$ cat src/rtl/rf_write_arbiter.sv
// ============================================================================
// Module      : rf_write_arbiter
// Description : Round-robin arbiter sharing one register-file write port
//               between two writeback requesters, with a zero-fill sweep
//               after reset or clear.
// Revision    : 1.0 - initial release
// ============================================================================
`default_nettype none

module rf_write_arbiter #(
    parameter int ADDR_W    = 5,
    parameter int DATA_W    = 32,
    parameter int NREG      = 32,
    parameter int DROP_ZERO = 1
) (
    input  logic              clk,
    input  logic              reset,
    input  logic              clr,
    input  logic              req0_valid,
    input  logic [ADDR_W-1:0] req0_addr,
    input  logic [DATA_W-1:0] req0_data,
    output logic              req0_ready,
    input  logic              req1_valid,
    input  logic [ADDR_W-1:0] req1_addr,
    input  logic [DATA_W-1:0] req1_data,
    output logic              req1_ready,
    output logic              rf_we,
    output logic [ADDR_W-1:0] rf_a3,
    output logic [DATA_W-1:0] rf_wd3,
    output logic              init_done,
    output logic              last_grant,
    output logic [15:0]       stall_cnt
);

    typedef enum logic [0:0] {
        S_INIT = 1'b0,
        S_RUN  = 1'b1
    } state_t;

    localparam logic [ADDR_W-1:0] c_LAST_IDX = ADDR_W'(NREG - 1);

    state_t              r_state;
    logic [ADDR_W-1:0]   r_init_idx;
    logic                r_rf_we;
    logic [ADDR_W-1:0]   r_rf_a3;
    logic [DATA_W-1:0]   r_rf_wd3;
    logic                r_last_grant;
    logic [15:0]         r_stall_cnt;

    logic                w_ready0;
    logic                w_ready1;
    logic                w_accept;
    logic                w_stall;
    logic [ADDR_W-1:0]   w_sel_addr;
    logic [DATA_W-1:0]   w_sel_data;

    // Grant goes to the requester that did not win last; clr blocks all grants.
    always_comb begin
        w_ready0 = 1'b0;
        w_ready1 = 1'b0;
        if (r_state == S_RUN && !clr) begin
            w_ready0 = req0_valid && (!req1_valid || r_last_grant);
            w_ready1 = req1_valid && (!req0_valid || !r_last_grant);
        end
    end

    assign w_accept   = w_ready0 | w_ready1;
    assign w_stall    = (req0_valid & ~w_ready0) | (req1_valid & ~w_ready1);
    assign w_sel_addr = w_ready1 ? req1_addr : req0_addr;
    assign w_sel_data = w_ready1 ? req1_data : req0_data;

    always_ff @(posedge clk or negedge reset) begin
        if (!reset) begin
            r_state      <= S_INIT;
            r_init_idx   <= '0;
            r_rf_we      <= 1'b0;
            r_rf_a3      <= '0;
            r_rf_wd3     <= '0;
            r_last_grant <= 1'b1;
            r_stall_cnt  <= '0;
        end else begin
            r_rf_we <= 1'b0;

            if (r_state == S_RUN && w_stall && r_stall_cnt != 16'hFFFF) begin
                r_stall_cnt <= r_stall_cnt + 16'd1;
            end

            if (clr) begin
                r_state    <= S_INIT;
                r_init_idx <= '0;
            end else begin
                case (r_state)
                    S_INIT: begin
                        r_rf_we    <= 1'b1;
                        r_rf_a3    <= r_init_idx;
                        r_rf_wd3   <= '0;
                        r_init_idx <= r_init_idx + 1'b1;
                        if (r_init_idx == c_LAST_IDX) begin
                            r_state <= S_RUN;
                        end
                    end
                    S_RUN: begin
                        if (w_accept) begin
                            // Writes to x0 are consumed but never reach the RF.
                            r_rf_we      <= !((DROP_ZERO != 0) && (w_sel_addr == '0));
                            r_rf_a3      <= w_sel_addr;
                            r_rf_wd3     <= w_sel_data;
                            r_last_grant <= w_ready1;
                        end
                    end
                    default: begin
                        r_state <= S_INIT;
                    end
                endcase
            end
        end
    end

    assign req0_ready = w_ready0;
    assign req1_ready = w_ready1;
    assign rf_we      = r_rf_we;
    assign rf_a3      = r_rf_a3;
    assign rf_wd3     = r_rf_wd3;
    assign init_done  = (r_state == S_RUN);
    assign last_grant = r_last_grant;
    assign stall_cnt  = r_stall_cnt;

endmodule

`default_nettype wire

$ cat config.mk
export PLATFORM = sky130hd
export DESIGN_NAME = rf_write_arbiter
export DESIGN_NICKNAME = d
export VERILOG_FILES = /design/src/rtl/rf_write_arbiter.sv
export SDC_FILE = /design/constraint.sdc
export NUM_CORES = 1
export LEC_CHECK = 0
export CORE_MARGIN = 5
export CORE_UTILIZATION = 39
export CTS_BUF_LIST = sky130_fd_sc_hd__clkbuf_2
export CTS_CLUSTER_SIZE = 10
export DETAILED_ROUTE_END_ITERATION = 10
export GPL_ROUTABILITY_DRIVEN = 0
export GPL_TIMING_DRIVEN = 0
export PLACE_DENSITY = 0.9
export SYNTH_ARGS = -nofsm -noshare
export SYNTH_HDL_FRONTEND = slang
export SYNTH_SLANG_ARGS = --single-unit
$ cat constraint.sdc
create_clock -name clk -period 1.6 [get_ports clk]
set_clock_uncertainty 0.2 [all_clocks]
set_input_delay 0.16 -clock clk [delete_from_list [all_inputs] [get_ports clk]]
set_output_delay 0.16 -clock clk [all_outputs]
set_load 0.02 [all_outputs]
Yosys cells after proc, flatten, opt, wreduce, memory -nomap -nowiden --
Cells that the tools add are included.
Storage, ports and cells: word-level logic and storage cells 52, bits of input ports 79, register bits 61, output and inout port bits 58
Cells by class: muxes and demuxes 16, equality and inequality tests 4, bitwise operators 8, add/sub/neg operators 2, reduce and logical (&&, ||, !) cells 15
Operator list (count):
- 2-to-1 mux 32 bit | 2
- case mux 32 bit (2 select lines) | 1
- 2-to-1 mux 5 bit | 4
- adder 16 x 1 -> 16 bit, second input constant | 1
- inequality test 16 bit, second input constant | 1
- case mux 5 bit (2 select lines) | 1
- 2-to-1 mux 1 bit | 7
- adder 5 x 1 -> 5 bit, second input constant | 1
- equality test 5 bit, second input constant | 1
- logical AND 1 bit | 5
- logical NOT 1 bit | 5
- logical NOT 5 bit | 1
- NOT 1 bit | 4
- AND reduction 3 bit | 1
- AND 1 bit | 2
- logical OR 1 bit | 2
- inequality test 2 x 1 -> 1 bit, second input constant | 1
- inequality test 2 bit, second input constant | 1
- bitwise OR 1 bit | 2
- case mux 1 bit (2 select lines) | 1
- AND reduction 2 bit | 1

Longest topological paths before layout --
word-level depth 10, depth in mapped cells 8, mapped depth without buffers 5

Least setup slack after synthesis --
OpenSTA, ideal clock, no wires.
kind register to register, start point register r_stall_cnt[0] (netlist: stall_cnt[0]), end point register r_stall_cnt[12] (netlist: stall_cnt[12]), buffers on the path 0, setup time 0.080 ns, path slack -0.399 ns, data required time 1.320 ns, arrival 1.720 ns, cell stages (with the launch flop) 6, clock period less this slack 1.999 ns, cells stage by stage dfrtp_1 > ha_1 > nand3_2 > or3_4 > nor4_1 > xor2_1
On the way: word-level cells in the longest chain between the ends 2, elaborated cells on any way between the ends 3, those cells by class add/sub: 1; eq/ne: 1; reduce/logical: 1
Ends and longest elaborated chain:
- start: declaration | RTL line 48 | logic [15:0] r_stall_cnt;
- start signal: assignment | RTL line 85 | r_stall_cnt <= r_stall_cnt + 16'd1;
- branches (longest 2 deep; another with adder 16 x 1 -> 16 bit)
Parallel ways; which one is timed is not known. A chain may end at the register's enable or synchronous reset.

Worst setup path in the final report --
start point register r_last_grant (netlist: last_grant), end point output req1_ready
On the way: word-level cells in the longest chain between the ends 4
Ends and longest elaborated chain:
- start: declaration | RTL line 47 | logic r_last_grant;
- start signal: assignment | RTL line 108 | r_last_grant <= w_ready1;
- logical NOT 1 bit | RTL line 63 | w_ready1 = req1_valid && (!req0_valid || !r_last_grant);
- logical OR 1 bit | RTL line 63
- logical AND 1 bit | RTL line 63
- 2-to-1 mux 1 bit | RTL line 61 | if (r_state == S_RUN && !clr) begin
- end: declaration | RTL line 26 | output logic req1_ready,
No other way between the ends.

==> results.yml <==
status:
  status: "finished, violations left"
  violations: "setup timing"
worst_setup_path:
  worst_ep_arrival_time_ns: 1.75
  path_class: "reg2out"
  cp-end-kind: "output port"
  required_ns: 1.24
  critPathBufInv: 4
  slowest_stage: "dfstp_2"
  worstPathMaxFanout: 2
  crit_family: "flip-flops"
  worstPathCellList: "and2_4 > or2_4 > buf_8 > buf_12 > inv_4 > buf_6"
  crit_path_max_incr_delay_ns: 0.60
  worst_setup_path_start_kind: "flop"
layout:
  area_growth_syn_to_layout_pct: 86.0
  antennaDiodeCount: 0
  layout.nets: 603
  layoutNonFillerInstCount: 628
  final_common_cell: "clkdlybuf4s50_1"
  layout_common_cells: "clkdlybuf4s50_1, buf_4, dfrtp_1, buf_6, nand2_1"
  drive_gt1_share_pct: 44.7
synthesis:
  synth_seq_area_share_pct: 50.1
  avgSynthCellArea_um2: 10.4
  yosys_warnings: 0
  synth_edf_count: 0
  synthCells: 294
  yosysUniqueCellTypes: 39
  synth_ff_type: "dfrtp_1"
  synth-async-reset-ratio_pct: 100
  syn_nets: 376
  netlist_area_um2: 3050
  synth_seq_cells: 61
hold_path:
  hold_class: "in2async"
clock_tree:
  ctsRootBufferMaster: "clkbuf_2"
  cts_buffers: 9
  clock_path_buffers: 2
  clock_latency_ns: 0.52
  cts.sinks: 61
  cts_tree: "built"
  h-tree-depth: 3
  clk_pin_slew_ns: 0.22
job:
  max_cap_viol_count: 0
timing:
  rsz0062_at_grt: "yes"
  finalCriticalPeriod_ns: 2.11
  tightest_slew_ns: 0.833
  setup_viol: 65
  slew_violations: 0
  max_freq_ghz: 0.474
  holdWs_ns: 0.0568
  hold_viol: 0
  timing.final.crit_share_pct: 132
  max-slew-margin-rel_pct: 44.5
  setup_ws_ns: -0.509
grt:
  grt_pass1_vias: 3472
  grt.busiest_layer: "met2"
  met3_usage_pct: 6.58
  use_met2_pct: 41.8
  gr-usage-all-layers_pct: 23.8
  grt_max_degree: 35
  globalRouteMet1Util_pct: 26.8
  grt_antenna_before_repair: 0
  grt_first_pass_wirelength_um: 18100
  overflow: 0
detailed_routing:
  drc_errors: 0
  routed_wirelength_um: 14200
  vias: 3517
  vias_per_cell: 5.60
  ant_nets: 0
  first_pass_iters: 6
  routedWlPerCell_um: 22.7
  detailedRoute.firstIterationViolations: 284
floorplanning:
  die_h_um: 98.5
  die_x_um: 98.5
  rows: 32
  start_util_pct: 39.7
  die_area_um2: 9690
  coreArea_um2: 7690
  top_level_ports: 137
place:
  io_buffers: 135
  dp.cells: 532
  hpwlAfterDp_um: 7020
power_and_ir_drop:
  leakagePower_nw: 2.86
  peakVddDrop_uv: 417
  total_power_w: 0.00322
  powerDensity_nw_per_um2: 567
[routing by layer]
layer	up-vias	wire length (µm)
met5	-	0
met2	279	7120
met1	1685	5070
met4	0	785
met3	69	1260
li1	1484	-
[area by class of cell]
class	count	area (µm²)
Timing Repair Buffer	220	2020
Fill cell	452	2010
Multi-Input combinational cell	209	1710
Sequential cell	61	1550
Tap cell	102	128
Buffer	12	111
Clock inverter	7	90.1
Clock buffer	9	45.0
Inverter	8	32.5
[where the power goes]
group          internal, W  switching [W]
Clock             0.000505       0.000636
Sequential         0.00157      0.0000216
Combinational     0.000276       0.000212
Total              0.00235       0.000870
[final timing paths]
check,slack (ns),startpoint,endpoint,cells past startpoint
min in group clk,0.07,req0_data[25],rf_wd3[25],3
hold / removal,0.06,reset,stall_cnt[9],2
setup / recovery,-0.51,last_grant,req1_ready,6
setup reg to reg,-0.49,last_grant,rf_wd3[27],7
max in group asynchronous,0.43,reset,last_grant,3
hold reg to reg,0.31,rf_wd3[14],rf_wd3[14],2
[repair_timing]
action,CTS,global route
cloned,2,0
setup buffers,41,39
pin swaps,16,27
setup endpoints to repair,115,102
endpoints found under the hold margin,64,0
resized for setup,251,113
hold buffers,3,0
[kinds of logic (layout without fill, tap and decap cells)]
logic type | count (synthesis) | count (layout) | share of synthesized area [%]
simple gates | 98 | 98 | 16.5
flops | 61 | 61 | 50.1
fa+ha+maj | 4 | 4 | 1.56
mux | 36 | 36 | 11.8
buf+inv | 24 | 256 | 4.02
xor+xnor | 17 | 17 | 4.88
compound gates | 54 | 54 | 11.1
[flip-flops by register name, indices dropped and copies added (netlist names)]
| name | cells |
|---|---|
| init_done | 1 |
| last_grant | 1 |
| r_init_idx | 5 |
| rf_a3 | 5 |
| rf_wd3 | 32 |
| rf_we | 1 |
| stall_cnt | 16 |
[per-stage QoR]
stage          cell area, µm²  setup TNS, ns  utilization (%)  setup WS [ns]
2_1_floorplan            3170          -7.85                -         -0.213
3_3_place_gp             4640        -140.36             60.4          -1.96
3_5_place_dp             4660         -34.03             60.6          -1.04
4_1_cts                  5380         -10.20             69.9         -0.504
5_1_grt                  5680         -21.57             73.8         -0.568
6_report                 5680         -19.72             73.8         -0.509
[Yosys cell counts, types with 2 or more instances]
master / number / share of area (%)
nor2b_1: 2 / 0.41
xor2_1: 15 / 4.3
nand4_1: 5 / 1.0
nor4b_1: 2 / 0.57
or2_1: 2 / 0.41
buf_2: 2 / 0.33
xnor2_1: 2 / 0.57
buf_6: 3 / 1.1
nor3b_1: 2 / 0.49
and3_1: 2 / 0.41
nand2_1: 43 / 5.3
ha_1: 3 / 1.2
nand3_1: 3 / 0.49
o211a_1: 5 / 1.6
inv_1: 8 / 0.98
nor4_1: 8 / 1.6
o31ai_2: 5 / 2.1
nor2_1: 16 / 2.0
o21ai_0: 39 / 6.4
nor3_1: 5 / 0.82
buf_4: 2 / 0.49
a21oi_1: 3 / 0.49
dfrtp_1: 60 / 49
mux2i_1: 35 / 11
clkbuf_1: 8 / 0.98
Power figures use the tool's default switching activity.
